File: src/rtl/uart_io_ctrl.sv
// CPU-facing UART register block: TX and RX byte FIFOs behind a registered
// IO decode (bit 12 = data port, bit 13 = status port), with a sticky TX overflow flag.

module uart_io_fifo #(
   parameter int DEPTH = 4,
   parameter int WIDTH = 8
) (
   input  logic             clk,
   input  logic             resetq,
   input  logic             i_push,
   input  logic             i_pop,
   input  logic [WIDTH-1:0] i_din,
   output logic [WIDTH-1:0] o_head,
   output logic             o_empty,
   output logic             o_full
);
   localparam int AW = $clog2(DEPTH);
   localparam int CW = AW + 1;

   logic [WIDTH-1:0] r_mem [DEPTH];
   logic [AW-1:0]    r_wr_ptr;
   logic [AW-1:0]    r_rd_ptr;
   logic [CW-1:0]    r_count;
   logic             w_do_push;
   logic             w_do_pop;

   assign o_empty   = (r_count == '0);
   assign o_full    = (r_count == CW'(DEPTH));
   // A pop on an empty FIFO is ignored, so push+pop when empty is a plain push.
   assign w_do_pop  = i_pop & ~o_empty;
   assign w_do_push = i_push & (~o_full | w_do_pop);
   assign o_head    = o_empty ? '0 : r_mem[r_rd_ptr];

   always_ff @(posedge clk or negedge resetq) begin
      if (!resetq) begin
         r_wr_ptr <= '0;
         r_rd_ptr <= '0;
         r_count  <= '0;
      end else begin
         if (w_do_push) r_wr_ptr <= r_wr_ptr + AW'(1);
         if (w_do_pop)  r_rd_ptr <= r_rd_ptr + AW'(1);
         case ({w_do_push, w_do_pop})
            2'b10:   r_count <= r_count + CW'(1);
            2'b01:   r_count <= r_count - CW'(1);
            default: r_count <= r_count;
         endcase
      end
   end

   always_ff @(posedge clk) begin
      if (w_do_push) r_mem[r_wr_ptr] <= i_din;
   end
endmodule

module uart_io_ctrl #(
   parameter int DEPTH = 4
) (
   input  logic        clk,
   input  logic        resetq,
   input  logic        io_rd,
   input  logic        io_wr,
   input  logic [15:0] mem_addr,
   input  logic [15:0] dout,
   output logic [15:0] io_din,
   output logic [7:0]  tx_data,
   output logic        tx_valid,
   input  logic        tx_ready,
   input  logic [7:0]  rx_data,
   input  logic        rx_valid,
   output logic        rx_ready
);
   logic        r_io_rd;
   logic        r_io_wr;
   logic [15:0] r_dout;
   logic [15:0] r_addr;
   logic        r_tx_ovf;

   logic        w_sel_uart;
   logic        w_sel_stat;
   logic        w_tx_wr_req;
   logic        w_tx_pop;
   logic        w_tx_empty;
   logic        w_tx_full;
   logic        w_tx_ovf_evt;
   logic        w_stat_wr;
   logic        w_rx_push;
   logic        w_rx_pop;
   logic        w_rx_empty;
   logic        w_rx_full;
   logic [7:0]  w_rx_head;
   logic        w_unused_bits;

   always_ff @(posedge clk or negedge resetq) begin
      if (!resetq) begin
         r_io_rd <= 1'b0;
         r_io_wr <= 1'b0;
         r_dout  <= 16'd0;
         r_addr  <= 16'd0;
      end else begin
         r_io_rd <= io_rd;
         r_io_wr <= io_wr;
         r_dout  <= dout;
         if (io_rd || io_wr) r_addr <= mem_addr;
      end
   end

   // Data port takes precedence when both decode bits are set.
   assign w_sel_uart = r_addr[12];
   assign w_sel_stat = r_addr[13] & ~r_addr[12];

   assign w_tx_wr_req  = r_io_wr & w_sel_uart;
   assign w_tx_pop     = tx_valid & tx_ready;
   assign w_tx_ovf_evt = w_tx_wr_req & w_tx_full & ~w_tx_pop;
   assign w_stat_wr    = r_io_wr & w_sel_stat;

   uart_io_fifo #(.DEPTH(DEPTH), .WIDTH(8)) u_tx_fifo (
      .clk     (clk),
      .resetq  (resetq),
      .i_push  (w_tx_wr_req),
      .i_pop   (w_tx_pop),
      .i_din   (r_dout[7:0]),
      .o_head  (tx_data),
      .o_empty (w_tx_empty),
      .o_full  (w_tx_full)
   );

   assign tx_valid  = ~w_tx_empty;
   assign rx_ready  = ~w_rx_full;
   assign w_rx_push = rx_valid & rx_ready;
   assign w_rx_pop  = r_io_rd & w_sel_uart;

   uart_io_fifo #(.DEPTH(DEPTH), .WIDTH(8)) u_rx_fifo (
      .clk     (clk),
      .resetq  (resetq),
      .i_push  (w_rx_push),
      .i_pop   (w_rx_pop),
      .i_din   (rx_data),
      .o_head  (w_rx_head),
      .o_empty (w_rx_empty),
      .o_full  (w_rx_full)
   );

   // Overflow beats a same-edge status write so a dropped byte is never hidden.
   always_ff @(posedge clk or negedge resetq) begin
      if (!resetq) begin
         r_tx_ovf <= 1'b0;
      end else if (w_tx_ovf_evt) begin
         r_tx_ovf <= 1'b1;
      end else if (w_stat_wr) begin
         r_tx_ovf <= 1'b0;
      end
   end

   always_comb begin
      io_din = 16'd0;
      if (r_io_rd) begin
         if (w_sel_uart) begin
            io_din = {8'd0, w_rx_head};
         end else if (w_sel_stat) begin
            io_din = {12'd0, r_tx_ovf, w_tx_empty, ~w_tx_full, ~w_rx_empty};
         end
      end
   end

   assign w_unused_bits = ^{r_dout[15:8], r_addr[15:14], r_addr[11:0]};
endmodule

File: config.mk
export PLATFORM = sky130hd
export DESIGN_NAME = uart_io_ctrl
export DESIGN_NICKNAME = d
export VERILOG_FILES = /design/src/rtl/uart_io_ctrl.sv
export SDC_FILE = /design/constraint.sdc
export NUM_CORES = 1
export LEC_CHECK = 0
export CAP_MARGIN = 20
export CORE_MARGIN = 2
export CORE_UTILIZATION = 45
export DETAILED_ROUTE_END_ITERATION = 7
export GPL_ROUTABILITY_DRIVEN = 1
export PLACE_DENSITY = 0.71
export SYNTH_ARGS = -nofsm -noshare
export SYNTH_HDL_FRONTEND = slang
export SYNTH_SLANG_ARGS = --single-unit
File: constraint.sdc
create_clock -name clk -period 3.4 [get_ports clk]
set_clock_uncertainty 0.15 [all_clocks]
set_input_delay 0.34 -clock clk [delete_from_list [all_inputs] [get_ports clk]]
set_output_delay 0.34 -clock clk [all_outputs]
set_load 0.03 [all_outputs]
==> flow_summary.yaml, run 1 <==
floorplanning:
  die_x_um: 95.0
  die_h_um: 95.0
  rows: 33
  core_um2: 8130
  pin_count: 72
  dieArea_um2: 9020
  start_util_pct: 45.8
drt:
  drt_pass1_iterations: 4
  wl_per_cell_um: 15.9
  ant_nets: 0
  drt_iter0_markers: 88
  drt-total-wl_um: 5870
  vias: 1817
  via_per_inst: 4.91
  drc: 0
layout:
  regArea_um2: 2600
  n_antenna_cell: 0
  instances_no_fill: 370
  fillCellCount: 675
  synthToLayoutAreaGrowth_pct: 17.9
  multiInputGateArea_um2: 1020
  drive_above_1_share_pct: 16.2
  nets: 318
  post-route-util_pct: 54.0
pwr:
  p_switching_mw: 1.15
  p_leak_nw: 1.61
  p_per_area_nw_per_um2: 783
  p_clk_share_pct: 18.9
  intPower_mw: 2.28
  p_sw_share_pct: 33.5
  vdd_drop_max_v: 0.000351
  seqPwrFrac_pct: 47.3
  combPwrFrac_pct: 33.8
critical_path:
  worstPathMaxFanout: 10
  worstPathRequired_ns: 2.91
  path_class: "reg -> out"
  cp_data_arrival_time_ns: 2.48
  startpoint_type: "flip-flop"
  setup.worst_path.end_class: "output pin"
sta:
  setup-tns-final_ns: 0
  finalCriticalPeriod_ns: 2.97
  report.final.slew_viol_count: 0
  tightest_slew_ns: 0.624
  rsz0062_at_grt: "no"
  finalCritPeriodShare_pct: 87.2
  hold_viol: 0
  slew_headroom_pct: 58.4
  setup_viol: 0
  setup_ws_ns: 0.434
  max_clock_freq_ghz: 0.337
clocking:
  cts_buffer_depth: 2
  clk_pin_slew_ns: 0.09
  cts_tree: "built"
  root_buffer: "clkbuf_8"
  clk_latency_ns: 0.36
  htreeDepth: 3
  numCtsBuffers: 9
  cts.sinks: 91
  cts_setup_buffers: 0
  cts_resized: 0
  postCtsHoldBufs: 0
grt:
  grt_usage_pct: 14.6
  grt.overflow.total: 0
  grt_pass1_vias: 1886
  grt_start_max_net_pins: 28
  antenna_found_initial: 0
  grt_pass1_wl_um: 9430
synth:
  synth.top_cell.area_share_pct: 51.6
  ys_ff_latch: 91
  netlist_area_um2: 3720
  yosysSeqAreaShare_pct: 69.8
  synth.distinct_cells: 30
  synthTopCellsByArea: "edfxtp_1, dfrtp_1, mux4_2, ha_1, and2_1"
  synthCells: 214
  yosys_warnings: 0
  yosysTopAreaCell: "edfxtp_1"
  syn_avg_cell_area_um2: 17.4
placed_design:
  dp_cells: 354
  io_buffers: 41
  place_ws_ns: 0.589
  place.gp.congestion: 0.677
  dpl.hpwl_um: 3890
min_path:
  hold_path.class: "in -> async"
flow_run:
  max_cap_viol_count: 0
outcome:
  status: "completed"
[routing by layer]
metal	vias to the layer above	track usage, %	wire length (um)
met1	896	18.1	2510
met3	9	2.95	279
met5	-	0	0
met4	0	6.52	104
met2	53	24.8	2970
li1	859	-	-
[power groups by stage]
stage / sequential [mW] / combinational, mW / clock (mW)
2_1_floorplan: 1.51 / 0.934 / 0
3_3_place_gp: 1.65 / 1.15 / 0
3_5_place_dp: 1.66 / 1.18 / 0
4_1_cts: 1.63 / 1.18 / 0.671
5_1_grt: 1.66 / 1.27 / 0.724
6_report: 1.62 / 1.16 / 0.651
[area by class of cell]
type / count / area share, %
clock buffers: 10 / 2.91
inverters: 13 / 1.11
flip-flops and latches: 91 / 59.2
clock inverters: 6 / 1.14
well taps: 105 / 2.99
repair buffers: 42 / 9.52
multi-input cells: 103 / 23.2
[stage by stage]
stage | cell area [um^2] | total power [mW] | hold WS (ns)
2_1_floorplan | 3750 | 2.45 | -0.106
3_3_place_gp | 4210 | 2.80 | 0.318
3_5_place_dp | 4210 | 2.84 | 0.327
4_1_cts | 4390 | 3.49 | 0.221
5_1_grt | 4390 | 3.66 | 0.252
6_report | 4390 | 3.44 | 0.211
[placed cells by master (no fill, tap or decap), drive strengths merged, types with 6 or more instances in the layout]
cell type / netlist / routed
edfxtp: 64 / 64
clkdlybuf4s50: 0 / 41
dfrtp: 27 / 27
and2: 18 / 18
mux4: 16 / 16
inv: 13 / 14
ha: 10 / 10
clkbuf: 3 / 10
conb: 1 / 8
nand2: 7 / 7
nor2: 6 / 6
xnor2: 6 / 6
xor2: 6 / 6
[path summary, 6_finish.rpt]
check,startpoint,endpoint,slack [ns],cells after the start
worst min-delay path,resetq,u_rx_fifo.r_wr_ptr[1],0.21,2
worst min register to register,r_dout[6],u_tx_fifo.r_mem[3][6],0.34,0
max in group asynchronous,resetq,u_tx_fifo.r_rd_ptr[0],2.61,2
worst max register to register,u_tx_fifo.r_count[1],u_tx_fifo.r_count[2],1.03,9
min in group clk,dout[0],r_dout[0],0.26,1
worst max-delay path,u_rx_fifo.r_rd_ptr[0],io_din[3],0.43,4
[cells in the mapped netlist, drive strengths merged]
master	instances
nand2	7
or3	1
o311a	1
dfrtp	27
nand3b	1
xor2	6
mux2i	2
a21oi	2
o31ai	1
fa	2
and3	5
buf	11
inv	13
edfxtp	64
nand3	1
and2	18
mux2	4
clkbuf	3
ha	10
or3b	1
xnor2	6
conb	1
nor4b	1
o21ai	4
mux4	16
nor2	6
[registers in the layout, summed over array words and instances, names as in the netlist]
signal              count
r_addr                  2
r_dout                  8
r_io_rd                 1
r_io_wr                 1
r_tx_ovf                1
u_rx_fifo.r_count       3
u_rx_fifo.r_mem        32
u_rx_fifo.r_rd_ptr      2
u_rx_fifo.r_wr_ptr      2
u_tx_fifo.r_count       3
u_tx_fifo.r_mem        32
u_tx_fifo.r_rd_ptr      2
u_tx_fifo.r_wr_ptr      2
[logic make-up after synthesis]
family | count (synthesis) | share of synthesized area [%]
AND/OR/NAND/NOR | 41 | 6.42
flip-flops | 91 | 69.8
buffers and inverters | 27 | 3.63
XOR/XNOR | 12 | 2.82
adder cells (fa/ha/maj) | 12 | 4.44
multiplexers | 22 | 11.5
other | 1 | 0.101
AO/OA/AOI/OAI | 8 | 1.31
[worst max-delay path, stage by stage, from the launching register on]
cell	delay, ns
dfrtp_1	0.72
mux4_2	0.59
nand2_1	0.09
o21ai_0	0.11
clkdlybuf4s50_1	0.61
Note: power is estimated with default switching activity, not from simulation.
==> run 2, diff against run 1 <==
CAP_MARGIN = unset   (was 20)
==> results of run 2 <==
Final layout, timing and power as in run 1 (identical DEF).
==> run 3, diff against run 2 <==
HOLD_SLACK_MARGIN = 0.05   (was unset)
==> results of run 3 <==
Final layout, timing and power as in run 1 (identical DEF).
